File: src/rtl/clk_div_pkg.sv
// Shared constants and helpers for the multi-channel clock-enable generator.
package clk_div_pkg;

    // Active-low segment patterns {g,f,e,d,c,b,a}
    localparam logic [6:0] SEG_HI = 7'b1110110;  // a and d lit
    localparam logic [6:0] SEG_LO = 7'b1111110;  // a lit
    localparam logic [3:0] AN_ALL = 4'b0000;     // every digit enabled

    // A divisor of 0 has no meaning; treat it as divide-by-1.
    function automatic logic [31:0] div_nonzero(input logic [31:0] d);
        return (d == 32'd0) ? 32'd1 : d;
    endfunction

endpackage

File: src/rtl/clk_div_chan.sv
// One divider channel: counter, shadow/active divisor, tick pulse and square wave.
module clk_div_chan
    import clk_div_pkg::*;
#(
    parameter int unsigned CNT_W    = 28,
    parameter int unsigned DIV_INIT = 100_000_000
) (
    input  logic             clk_i,
    input  logic             rst_ni,
    input  logic             en_i,
    input  logic             load_i,
    input  logic [CNT_W-1:0] div_i,
    input  logic             sync_i,
    output logic             tick_o,
    output logic             clk_out_o
);

    localparam logic [CNT_W-1:0] DIV_RST = CNT_W'(div_nonzero(DIV_INIT));
    localparam logic [CNT_W-1:0] ONE     = CNT_W'(1);

    logic [CNT_W-1:0] cnt_q, cnt_d;
    logic [CNT_W-1:0] shadow_q, shadow_d;
    logic [CNT_W-1:0] act_q, act_d;
    logic             tick_q, tick_d;
    logic             clk_q, clk_d;

    // Next-state: shadow captures loads; active divisor only changes at a
    // period boundary (wrap), while idle, or on sync, so no period is cut short.
    always_comb begin
        shadow_d = shadow_q;
        act_d    = act_q;
        cnt_d    = cnt_q;
        tick_d   = 1'b0;
        clk_d    = clk_q;

        if (load_i) begin
            shadow_d = CNT_W'(div_nonzero(32'(div_i)));
        end

        if (sync_i || !en_i) begin
            cnt_d = '0;
            clk_d = 1'b0;
            act_d = shadow_q;
        end else if (cnt_q == act_q - ONE) begin
            cnt_d  = '0;
            tick_d = 1'b1;
            clk_d  = ~clk_q;
            act_d  = shadow_q;
        end else begin
            cnt_d = cnt_q + ONE;
        end
    end

    // State registers with asynchronous active-low reset
    always_ff @(posedge clk_i or negedge rst_ni) begin
        if (!rst_ni) begin
            cnt_q    <= '0;
            shadow_q <= DIV_RST;
            act_q    <= DIV_RST;
            tick_q   <= 1'b0;
            clk_q    <= 1'b0;
        end else begin
            cnt_q    <= cnt_d;
            shadow_q <= shadow_d;
            act_q    <= act_d;
            tick_q   <= tick_d;
            clk_q    <= clk_d;
        end
    end

    assign tick_o    = tick_q;
    assign clk_out_o = clk_q;

endmodule

File: src/rtl/clk_div_multi.sv
// Multi-channel clock-enable generator with a 7-segment status display.
module clk_div_multi
    import clk_div_pkg::*;
#(
    parameter int unsigned N_CH     = 4,
    parameter int unsigned CNT_W    = 28,
    parameter int unsigned DIV_INIT = 100_000_000
) (
    input  logic                  clk,
    input  logic                  rst_n,
    input  logic [N_CH-1:0]       en,
    input  logic [N_CH-1:0]       div_load,
    input  logic [N_CH*CNT_W-1:0] div_in,
    input  logic                  sync,
    input  logic [2:0]            sel,
    output logic [N_CH-1:0]       tick,
    output logic [N_CH-1:0]       clk_out,
    output logic [6:0]            seg,
    output logic [3:0]            an,
    output logic                  dp
);

    logic tick_sel;
    logic clk_sel;

    for (genvar k = 0; k < N_CH; k++) begin : g_chan
        clk_div_chan #(
            .CNT_W    (CNT_W),
            .DIV_INIT (DIV_INIT)
        ) u_chan (
            .clk_i     (clk),
            .rst_ni    (rst_n),
            .en_i      (en[k]),
            .load_i    (div_load[k]),
            .div_i     (div_in[k*CNT_W +: CNT_W]),
            .sync_i    (sync),
            .tick_o    (tick[k]),
            .clk_out_o (clk_out[k])
        );
    end

    // Channel select for the display; out-of-range selections fall back to channel 0
    always_comb begin
        tick_sel = tick[0];
        clk_sel  = clk_out[0];
        for (int unsigned k = 1; k < N_CH; k++) begin
            if (32'(sel) == k) begin
                tick_sel = tick[k];
                clk_sel  = clk_out[k];
            end
        end
    end

    assign seg = clk_sel ? SEG_HI : SEG_LO;
    assign an  = AN_ALL;
    assign dp  = ~tick_sel;

endmodule

File: config.mk
export PLATFORM = sky130hd
export DESIGN_NAME = clk_div_multi
export DESIGN_NICKNAME = d
export VERILOG_FILES = /design/src/rtl/clk_div_pkg.sv /design/src/rtl/clk_div_chan.sv /design/src/rtl/clk_div_multi.sv
export SDC_FILE = /design/constraint.sdc
export NUM_CORES = 1
export LEC_CHECK = 0
export ABC_AREA = 1
export CAP_MARGIN = 20
export CORE_ASPECT_RATIO = 1.2
export CORE_UTILIZATION = 33
export DETAILED_ROUTE_END_ITERATION = 8
export PLACE_DENSITY = 0.58
export SLEW_MARGIN = 20
export SYNTH_ARGS = -nofsm -noshare
export SYNTH_HDL_FRONTEND = slang
export SYNTH_SLANG_ARGS = --single-unit
File: constraint.sdc
create_clock -name clk -period 4 [get_ports clk]
set_clock_uncertainty 0.05 [all_clocks]
set_input_delay 0.8 -clock clk [delete_from_list [all_inputs] [get_ports clk]]
set_output_delay 0.8 -clock clk [all_outputs]
set_load 0.005 [all_outputs]
==> metrics.log <==
[metrics] I/O Buffers: 135
[metrics] endpoint kind of the worst setup timing path: output pin
[metrics] area enclosed by the die boundary: 60900 um2
[metrics] CTS Sinks: 344
[metrics] Async SR Flop Fraction: 100%
[metrics] max capacitance violation total: 0
[metrics] setup repair after global routing missed its margin: no
[metrics] arrival time at the worst endpoint: 2.77 ns
[metrics] number of global-route vias before repair: 16800
[metrics] Ant. Diodes: 0
[metrics] antenna violations before repair: 0
[metrics] global-route met3 utilization: 4.29%
[metrics] grt met1 use: 20.8%
[metrics] register clock-pin slew on the reported worst setup and hold paths: 0.06 ns
[metrics] FF-to-FF Start: g_chan[3].u_chan.act_q[5]$_DFFE_PN0P_
[metrics] cells traversed along the worst timing path: clkdlybuf4s50_1 -> inv_1 -> nor2_1 -> nand2_1 -> a21oi_1 -> nand2_1 -> a22oi_1 -> clkdlybuf4s50_1
[metrics] Lkg Pwr: 10.8 nW
[metrics] Post-synth top cells: sky130_fd_sc_hd__nand2_1, sky130_fd_sc_hd__nor2_1, sky130_fd_sc_hd__dfrtp_1
[metrics] worst supply voltage drop on vdd: 0.275 mV
[metrics] share of cells above drive strength 1: 8.84%
[metrics] Total Routing Usage GR: 16.9%
[metrics] GRT met2 Usage: 28.6%
[metrics] Congestion Overflow GR: 0
[metrics] logic depth of the worst register-to-register path: 12
[metrics] H-tree levels: 2
[metrics] crit share post-route: 90.5%
[metrics] die height: 270 um
[metrics] power per standard cell area: 396 nW/um2
[metrics] maximum number of pins on one net before global-route repair: 102
[metrics] biggest area consumer among synthesized cells: sky130_fd_sc_hd__dfrtp_1
[metrics] post-detailed-placement half-perimeter wirelength: 38.2 mm
[metrics] number of violations reported at the end of detailed-routing iteration 0: 940
[metrics] RePlAce Congestion: 0.889
[metrics] layout-stage area growth over the synthesis result: 17.5%
[metrics] Fin Setup TNS: 0 ns
[metrics] overall via count from detail_route: 16900
[metrics] CTS Buffer Depth: 3
[metrics] prevailing post-synth register cell: sky130_fd_sc_hd__dfrtp_1
[metrics] worst hold margin: 0.229 ns
[metrics] Synth area leaders: sky130_fd_sc_hd__dfrtp_1, sky130_fd_sc_hd__nand2_1, sky130_fd_sc_hd__dfstp_2
[metrics] share of the synthesized area in the top cell type: 31.4%
[metrics] most common cell in the netlist: sky130_fd_sc_hd__nand2_1
[metrics] total power: 0.00919 W
[metrics] number of register bits inferred by synthesis: 344
[metrics] final count of negative-setup-slack endpoints: 0
[metrics] TritonCTS clock tree: built
[metrics] Slowest-stage cell, CP: sky130_fd_sc_hd__clkdlybuf4s50_1
[metrics] overall die width: 225 um
[metrics] WL/cell: 13.9 um
[metrics] delay of the slowest critical-path stage: 0.79 ns
[metrics] Post CTS Setup Buffer Count: 0
[metrics] path class of the lowest-slack min-delay path: in2async
[metrics] starting density of the core: 33.6%
[metrics] largest fanout on the critical path: 3
[metrics] number of enable flip-flop cells after synthesis: 0
[metrics] most utilized layer in the global route result: met2
[metrics] count of antenna-violating nets left after detailed routing: 0
[metrics] maximum frequency from static timing analysis: 276 MHz
[metrics] CTS Root Cell: sky130_fd_sc_hd__clkbuf_16
[metrics] Yosys warning total: 0
[metrics] post-layout min period: 3.62 ns
[metrics] CORE AREA: 58700 um2
[metrics] ports placed on the boundary: 146
[metrics] detailed-route wire length: 50.3 mm
[metrics] final max-slew violation count: 0
[metrics] wire length of the first global-routing pass: 84.5 mm
[metrics] Worst setup SP type: primary input
[metrics] FP Rows: 97
[metrics] register area share after synthesis: 44.2%
[metrics] tightest slew margin relative to the limit: 40.2%
[metrics] DRC: 0
[metrics] setup slack of the worst register-to-register path: 0.96 ns
[metrics] mean post-synth cell area: 7.36 um2
[metrics] R2R Path End: g_chan[3].u_chan.cnt_q[27]$_DFF_PN0_
[metrics] type of the setup path with the least slack: in2out
[metrics] hold violation total from the final report: 0
[metrics] post-cts resize count: 0
[metrics] number of iterations in the first detailed-routing pass: 5
[metrics] nets: 2931
[metrics] post-synth design cell area: 19800 um2
[metrics] Via-to-Cell Ratio: 4.67
[metrics] run status: completed
[metrics] Num CTS Buffers: 40
[metrics] clock insertion delay at the later pin of the skew report: 0.57 ns
[metrics] worst-margin pin slew: 0.896 ns
[metrics] Post-CTS Hold Buffers: 0
[metrics] synthesized instance count: 2683
[metrics] Cell variety after synth: 37
[metrics] required arrival time at the worst endpoint: 3.15 ns
metal layers:
metal  share of wire (%)  wire length [um]
met3                 5.3              2650
met4                 2.7              1370
met2                  48             23900
met5                   0                 0
met1                  44             22300
area by class of cell:
cell class,count,area (um2)
fillers,6124,35500
clock inverters,18,249
multi-input cells,2055,9770
inverters,196,736
flip-flops and latches,344,8730
well taps,792,991
repair buffers,160,1590
clock buffers,55,1140
cells in the final DEF, fill, tap and decap left out, types with 4 or more instances in the layout:
master	instances
sky130_fd_sc_hd__clkinv_2	5
sky130_fd_sc_hd__nor2_2	27
sky130_fd_sc_hd__nor3_1	21
sky130_fd_sc_hd__inv_2	7
sky130_fd_sc_hd__nor2_1	379
sky130_fd_sc_hd__nor2_4	6
sky130_fd_sc_hd__ha_1	8
sky130_fd_sc_hd__nand3_1	218
sky130_fd_sc_hd__nor4_1	29
sky130_fd_sc_hd__conb_1	10
sky130_fd_sc_hd__o21ai_0	34
sky130_fd_sc_hd__clkbuf_16	41
sky130_fd_sc_hd__nand2_1	985
sky130_fd_sc_hd__clkdlybuf4s50_1	134
sky130_fd_sc_hd__dfstp_2	96
sky130_fd_sc_hd__nand3b_1	32
sky130_fd_sc_hd__xnor2_1	77
sky130_fd_sc_hd__inv_6	4
sky130_fd_sc_hd__or2_2	6
sky130_fd_sc_hd__clkbuf_8	6
sky130_fd_sc_hd__xor2_1	135
sky130_fd_sc_hd__buf_4	21
sky130_fd_sc_hd__nand4_1	51
sky130_fd_sc_hd__nand2_2	6
sky130_fd_sc_hd__inv_1	187
sky130_fd_sc_hd__dfrtp_1	248
sky130_fd_sc_hd__clkbuf_1	8
sky130_fd_sc_hd__nand3_2	5
sky130_fd_sc_hd__a21oi_1	7
sky130_fd_sc_hd__bufinv_16	5
sky130_fd_sc_hd__buf_12	4
sky130_fd_sc_hd__and2_1	4
sky130_fd_sc_hd__o21bai_1	4
power breakdown:
group          internal [W]  switching [W]
sequential          0.00379       0.000263
clock               0.00233        0.00152
combinational      0.000519       0.000761
worst max path at each step:
stage                                                     start                                   end  slack, ns
after floorplan           g_chan[2].u_chan.act_q[0]$_DFFE_PN0P_  g_chan[2].u_chan.cnt_q[16]$_DFF_PN0_       1.78
after global placement                                   sel[0]                                    dp       0.42
after detailed placement                                 sel[0]                                    dp       0.42
after CTS                                                sel[0]                                    dp       0.41
after global routing                                     sel[0]                                    dp       0.26
final                                                    sel[0]                                    dp       0.38
cells by family (layout without fill, tap and decap cells):
kind of cell,after synthesis,after routing,share of synthesized area [%]
and+or+nand+nor,1772,1772,37.9
AOI/OAI and AO/OA,52,52,1.45
buffers and inverters,292,429,6.49
DFF,344,344,44.2
adders and majority gates,8,8,0.507
muxes,1,1,0.0507
other,2,10,0.0380
xor gates and xnor gates,212,212,9.40
state kept, by name, indices dropped and copies added, names as in the netlist:
register,flops
g_chan.u_chan.act_q,112
g_chan.u_chan.cnt_q,112
g_chan.u_chan.shadow_q,112
g_chan.u_chan.clk_out_o,4
g_chan.u_chan.tick_o,4
per-stage QoR:
step | std cells | instance area [um2] | setup WS [ns] | util, %
global placement | 3547 | 21800 | 0.416 | 37.2
finish | 3620 | 23200 | 0.379 | 39.5
global route | 3620 | 23200 | 0.262 | 39.5
CTS | 3620 | 23200 | 0.414 | 39.5
floorplan | 2691 | 19800 | 1.78 | -
detailed placement | 3547 | 21800 | 0.418 | 37.2
worst max-delay path: cells and delay by family:
family,cells,cell delay [ns]
buffers and inverters,3,1.38
and+or+nand+nor,3,0.30
AOI/OAI and AO/OA,2,0.30
Power figures use the tool's default switching activity.
